$ cat config.mk
export PLATFORM = sky130hd
export DESIGN_NAME = wishbone_rr_arbiter
export DESIGN_NICKNAME = d
export VERILOG_FILES = /design/src/rtl/wb_arb_pkg.sv /design/src/rtl/wishbone_rr_arbiter_picker.sv /design/src/rtl/wishbone_rr_arbiter.sv
export SDC_FILE = /design/constraint.sdc
export NUM_CORES = 1
export LEC_CHECK = 0
export BUFFER_PORTS_ARGS = -buffer_cell sky130_fd_sc_hd__buf_2
export CAP_MARGIN = 20
export CELL_PAD_IN_SITES_DETAIL_PLACEMENT = 1
export CELL_PAD_IN_SITES_GLOBAL_PLACEMENT = 1
export CORE_UTILIZATION = 39
export CTS_CLUSTER_SIZE = 14
export DETAILED_ROUTE_END_ITERATION = 10
export PLACE_DENSITY_LB_ADDON = 0.1
export SLEW_MARGIN = 20
export SYNTH_ARGS = -nofsm -noshare
export SYNTH_HDL_FRONTEND = slang
export SYNTH_SLANG_ARGS = --single-unit
$ cat constraint.sdc
create_clock -name wb_clk_i -period 1.9 [get_ports wb_clk_i]
set_input_delay 0.19 -clock wb_clk_i [delete_from_list [all_inputs] [get_ports wb_clk_i]]
set_output_delay 0.19 -clock wb_clk_i [all_outputs]
set_load 0.02 [all_outputs]
$ cat src/rtl/wb_arb_pkg.sv
// Shared encodings and helpers for the Wishbone round-robin arbiter.
package wb_arb_pkg;

  typedef enum logic [1:0] {
    ST_IDLE  = 2'd0,
    ST_OWNED = 2'd1,
    ST_TURN  = 2'd2,
    ST_BAD   = 2'd3
  } state_t;

  localparam int MAX_MASTERS = 4;
  localparam int GRANT_WIDTH = 2;

  function automatic logic [GRANT_WIDTH-1:0] rr_index(
    input logic [GRANT_WIDTH-1:0] base,
    input int                     step,
    input int                     n
  );
    int v;
    v = (int'(base) + step) % n;
    return GRANT_WIDTH'(v);
  endfunction

endpackage

$ cat src/rtl/wishbone_rr_arbiter_picker.sv
// Combinational round-robin picker: first eligible index after the
// last owner, wrapping at MASTERS.
module rr_priority_picker
  import wb_arb_pkg::*;
#(
  parameter int MASTERS = 4
) (
  input  logic [MASTERS-1:0]     i_eligible,
  input  logic [GRANT_WIDTH-1:0] i_last,
  output logic                   o_found,
  output logic [GRANT_WIDTH-1:0] o_index
);

  logic [GRANT_WIDTH-1:0] w_cand;

  always_comb begin
    o_found = 1'b0;
    o_index = '0;
    w_cand  = '0;
    for (int k = 1; k <= MASTERS; k++) begin
      w_cand = rr_index(i_last, k, MASTERS);
      if (!o_found && i_eligible[w_cand]) begin
        o_found = 1'b1;
        o_index = w_cand;
      end
    end
  end

endmodule

$ cat src/rtl/wishbone_rr_arbiter.sv
// Round-robin owner control for a shared Wishbone slave, with bus
// turnaround and a stalled-transfer watchdog with per-master lockout.
module wishbone_rr_arbiter
  import wb_arb_pkg::*;
#(
  parameter int MASTERS        = 4,
  parameter int TIMEOUT_CYCLES = 255,
  parameter int TIMEOUT_WIDTH  = 8
) (
  input  logic                   wb_clk_i,
  input  logic                   wb_rst_i,
  input  logic [MASTERS-1:0]     request,
  input  logic                   slave_stb,
  input  logic                   slave_ack,
  input  logic                   slave_error,
  output logic                   grant_valid,
  output logic [GRANT_WIDTH-1:0] grant_index,
  output logic                   timeout_error,
  output logic [MASTERS-1:0]     locked_out,
  output logic [1:0]             probe_state
);

  localparam logic [TIMEOUT_WIDTH-1:0] LP_LIMIT =
    TIMEOUT_WIDTH'(TIMEOUT_CYCLES);
  localparam logic [TIMEOUT_WIDTH-1:0] LP_SAT = '1;
  localparam logic [GRANT_WIDTH-1:0] LP_LAST_RST =
    GRANT_WIDTH'(MASTERS - 1);
  localparam logic LP_WD_EN = (TIMEOUT_CYCLES != 0);

  state_t                   r_state;
  state_t                   w_state_nx;
  logic [GRANT_WIDTH-1:0]   r_gidx;
  logic [GRANT_WIDTH-1:0]   w_gidx_nx;
  logic [GRANT_WIDTH-1:0]   r_last;
  logic [GRANT_WIDTH-1:0]   w_last_nx;
  logic [TIMEOUT_WIDTH-1:0] r_cnt;
  logic [TIMEOUT_WIDTH-1:0] w_cnt_nx;
  logic                     r_terr;
  logic                     w_terr_nx;
  logic [MASTERS-1:0]       r_lock;
  logic [MASTERS-1:0]       w_lock_nx;

  logic [MASTERS-1:0]       w_elig;
  logic                     w_found;
  logic [GRANT_WIDTH-1:0]   w_pick;
  logic                     w_owner_req;
  logic                     w_stall;
  logic                     w_abort;

  assign w_elig      = request & ~r_lock;
  assign w_owner_req = request[r_gidx];
  assign w_stall     = slave_stb & ~slave_ack & ~slave_error;

  // ack/error in the limit cycle means the transfer finished: no abort
  assign w_abort = LP_WD_EN && (r_cnt >= LP_LIMIT) &&
                   !slave_ack && !slave_error && w_owner_req;

  rr_priority_picker #(
    .MASTERS (MASTERS)
  ) u_picker (
    .i_eligible (w_elig),
    .i_last     (r_last),
    .o_found    (w_found),
    .o_index    (w_pick)
  );

  always_ff @(posedge wb_clk_i) begin
    if (!wb_rst_i) begin
      r_state <= ST_IDLE;
      r_gidx  <= '0;
      r_last  <= LP_LAST_RST;
      r_cnt   <= '0;
      r_terr  <= 1'b0;
      r_lock  <= '0;
    end else begin
      r_state <= w_state_nx;
      r_gidx  <= w_gidx_nx;
      r_last  <= w_last_nx;
      r_cnt   <= w_cnt_nx;
      r_terr  <= w_terr_nx;
      r_lock  <= w_lock_nx;
    end
  end

  always_comb begin
    w_state_nx = r_state;
    w_gidx_nx  = r_gidx;
    w_last_nx  = r_last;
    w_cnt_nx   = '0;
    w_terr_nx  = 1'b0;
    w_lock_nx  = r_lock & request;
    unique case (r_state)
      ST_IDLE: begin
        if (w_found) begin
          w_gidx_nx  = w_pick;
          w_last_nx  = w_pick;
          w_state_nx = ST_OWNED;
        end
      end
      ST_OWNED: begin
        if (w_stall) begin
          w_cnt_nx = (r_cnt == LP_SAT) ? r_cnt : r_cnt + 1'b1;
        end
        if (!w_owner_req) begin
          w_state_nx = ST_TURN;
        end else if (w_abort) begin
          w_terr_nx         = 1'b1;
          w_lock_nx[r_gidx] = 1'b1;
          w_state_nx        = ST_TURN;
        end
      end
      ST_TURN: w_state_nx = ST_IDLE;
      default: w_state_nx = ST_IDLE;
    endcase
  end

  assign grant_valid   = (r_state == ST_OWNED);
  assign grant_index   = r_gidx;
  assign timeout_error = r_terr;
  assign locked_out    = r_lock;
  assign probe_state   = r_state;

endmodule

==> key figures <==
Setup path
  – Capturing element type of the critical path: flip-flop
  – Maximum fanout encountered on the critical timing path: 5
  – Critical path startpoint: r_cnt[0]
  – Cell depth of the worst flop-to-flop path: 5
  – Worst setup path end: probe_state[0]
  – Arrival time at the worst endpoint: 1.86 ns
  – Startpoint type of the worst setup path: flip-flop
  – Capture point of the worst reg-to-reg path: probe_state[0]
  – List of cells traversed by the critical path: ha_1, nand4_2, or2_0, o31ai_2, o22ai_1
  – Worst setup path category: flip-flop to flip-flop
  – Required @ worst endpoint: 2.09 ns
  – Cell with the largest stage delay on the worst path: sky130_fd_sc_hd__dfxtp_1
  – Largest stage delay on the critical path: 0.40 ns
  – Worst reg-to-reg setup slack: 0.24 ns
  – Beginning of the worst register-to-register path: r_cnt[0]

Drt
  – Post-Route WL: 2260 um
  – DR WL/cell: 14.97 um
  – DRC: 0
  – Number of vias after detailed routing: 851
  – First-iteration detailed-routing DRC count: 16
  – Iteration count of the initial detailed-routing pass: 4
  – Routed Antenna Nets: 0
  – Via density per instance: between 5 and 6

Timing
  – Final critical delay including setup and external delays: 1.664 ns
  – Worst-margin pin slew: 0.4829 ns
  – Number of pins with negative max-slew slack in the final report: 0
  – Max-Slew Margin vs Limit: 0.6769
  – Count of final hold-check violations: 0
  – Worst Skew: 0.002537 ns
  – Period Utilization, post-route: 0.8758
  – Highest achievable clock rate: approximately 600 MHz
  – Count of endpoints failing setup in the final report: 0
  – Total negative slack for setup checks: 0 ns
  – Post-route setup slack: 0.2360 ns
  – RSZ-0062 raised after global routing: no

Floorplanning
  – Die height: just over 50 um
  – Die Span X: 50.79 um
  – Area of the core region: 2233 sq um
  – Site row count: 17
  – I/O Pins: 19
  – Total die area: 2580 sq um
  – Effective utilization at floorplan: 0.4157

Clock network
  – Clock-pin slew reported for the worst setup and hold paths after clock tree synthesis: 0.11 ns
  – Depth of the CTS H-tree: 1
  – Root Buffer: sky130_fd_sc_hd__clkbuf_4
  – Clock buffers created by TritonCTS: 3
  – CTS sink count: 19
  – Source-to-sink clock delay at the later pin of the worst-skew pair: around 0.30 ns
  – Cts hold-fix bufs: 0
  – Clock tree from TritonCTS: done
  – Quantity of gates resized following cts: 0
  – Number of setup buffers added after CTS: 0
  – Buffer depth of the longest clock path: 2

Place
  – Post-detail-place hpwl: 1797 um
  – Placed cell count: 147
  – Standard cell area after detailed placement: 1041 sq um
  – Worst Setup Slack post-DPL: 0.2457 ns
  – Count of input and output buffers: 18
  – Routability congestion estimate: 0.8142

Synthesis
  – Net count after synthesis: 113
  – Area share of the leading cell type in the synthesized netlist: 0.4097
  – Largest cells by area after synthesis: sky130_fd_sc_hd__dfxtp_1 41%, sky130_fd_sc_hd__nand3_1 5.9%, sky130_fd_sc_hd__nor2b_1 4.7%
  – Number of synthesis warnings: 0
  – Cell area after synthesis: 928.4 sq um
  – Post-synth top area cell: sky130_fd_sc_hd__dfxtp_1
  – Most used DFF post-synth: sky130_fd_sc_hd__dfxtp_1
  – Count of distinct cell types in the synthesized netlist: 35
  – Mapped Avg Cell Area: 9.013 sq um
  – Async set-or-reset flop fraction in the synthesized netlist: 0
  – Sequential cell area fraction in the yosys report: 0.4097
  – Cell count after synthesis: 103
  – Number of enable flip-flop cells after synthesis: 0
  – Most instantiated library cell after synthesis: sky130_fd_sc_hd__dfxtp_1
  – Top cell types by occurrence after synthesis: 19 x sky130_fd_sc_hd__dfxtp_1, 11 x sky130_fd_sc_hd__nand3_1, 9 x sky130_fd_sc_hd__nor2_1
  – Yosys reg bits: 19

Cells and area
  – Filler Cell Count: 278
  – Layout-stage area growth over the synthesis result: 15.09%
  – Layout net count: 134
  – Diode count: 0
  – Finished Layout Cells: 151
  – Final instance area: 1069 sq um
  – Proportion of layout cells with a drive suffix above 1: 0.2114

Global routing
  – Maximum number of pins on one net before global-route repair: 12
  – Vias in the first global route: 773
  – Global-route wire length before repair: 3684 um
  – Final global-route overflow total: 0
  – Number of antenna violations at the first check in global routing: 0
  – Total GRT Usage: 0.1999

Worst hold path
  – Min-delay worst type: input pin to flip-flop

Power
  – Leakage dissipation: 0.4373 nW
  – Power density relative to cell area: 791.8 nW/um^2
  – Max IR drop VDD: 382.7 uV
  – Design Power: approximately 850 uW

Outcome
  – Status: finished, final reports clean

Run
  – # Max-Cap Violations: 0
==> worst min path at each step <==
stage	slack, ns	startpoint	to	cells past startpoint
6_report	0.13	request[2]	locked_out[2]	3
5_1_grt	0.11	request[0]	locked_out[0]	3
4_1_cts	0.12	request[0]	locked_out[0]	3
3_5_place_dp	0.45	request[0]	locked_out[0]	3
3_3_place_gp	0.43	request[2]	locked_out[2]	3
2_1_floorplan	0.32	request[1]	locked_out[1]	2
==> per-layer routing <==
metal	GRT usage	wire, um	vias to the layer above
li1	-	-	418
met1	0.2597	1174	415
met2	0.3044	977	14
met3	0.05152	72	4
met4	0.09722	35	0
met5	0	0	-
==> worst max-delay path: cells and delay by family (launching register included) <==
| kind | cells | cell delay, ns |
|---|---|---|
| AOI/OAI and AO/OA | 2 | 0.35 |
| and+or+nand+nor | 2 | 0.54 |
| DFF | 1 | 0.40 |
| adders and majority gates | 1 | 0.25 |
==> report_power, final <==
group / internal [mW] / switching (mW) / total [mW]
clock: 0.0786 / 0.135 / 0.214
sequential: 0.422 / 0.0295 / 0.452
combinational: 0.0758 / 0.105 / 0.180
==> flip-flops by register name (all words and copies together), names as in the netlist <==
name and cells:
timeout_error 1, r_cnt 8, r_last 2, probe_state 2, locked_out 4, grant_index 2
==> cells in the final DEF, fill, tap and decap left out, drive strengths merged, types with 2 or more instances in the layout <==
master	n
o31ai	5
nor3b	3
nand3b	2
nand4	2
inv	4
nand2	7
nand3	11
dfxtp	19
nor2b	7
nor3	5
and3	2
buf	18
clkbuf	3
a21oi	4
nor2	9
xnor2	2
o21ai	4
==> layout make-up <==
class | count | area [sq um] | share of cell area
multi-input cells | 78 | 520.5 | 0.4871
clock buffers | 3 | 22.52 | 0.02108
well taps | 28 | 35.03 | 0.03279
repair buffers | 18 | 90.09 | 0.08431
inverters | 4 | 15.01 | 0.01405
clock inverters | 1 | 5.005 | 0.004684
flip-flops and latches | 19 | 380.4 | 0.3560
==> logic make-up after synthesis <==
logic type | count (synthesis) | share of synthesized area
simple gates | 52 | 0.3032
buf+inv | 6 | 0.02964
xor+xnor | 2 | 0.01887
flops | 19 | 0.4097
mux | 2 | 0.03909
fa+ha+maj | 1 | 0.01347
compound gates | 21 | 0.1860
==> through the flow <==
step | utilization | hold slack, ns
floorplan | - | 0.3204
finish | 0.4784 | 0.1273
CTS | 0.4784 | 0.1190
global route | 0.4784 | 0.1123
global placement | 0.4661 | 0.4302
detailed placement | 0.4661 | 0.4451
(Power assumes the default switching activity.)
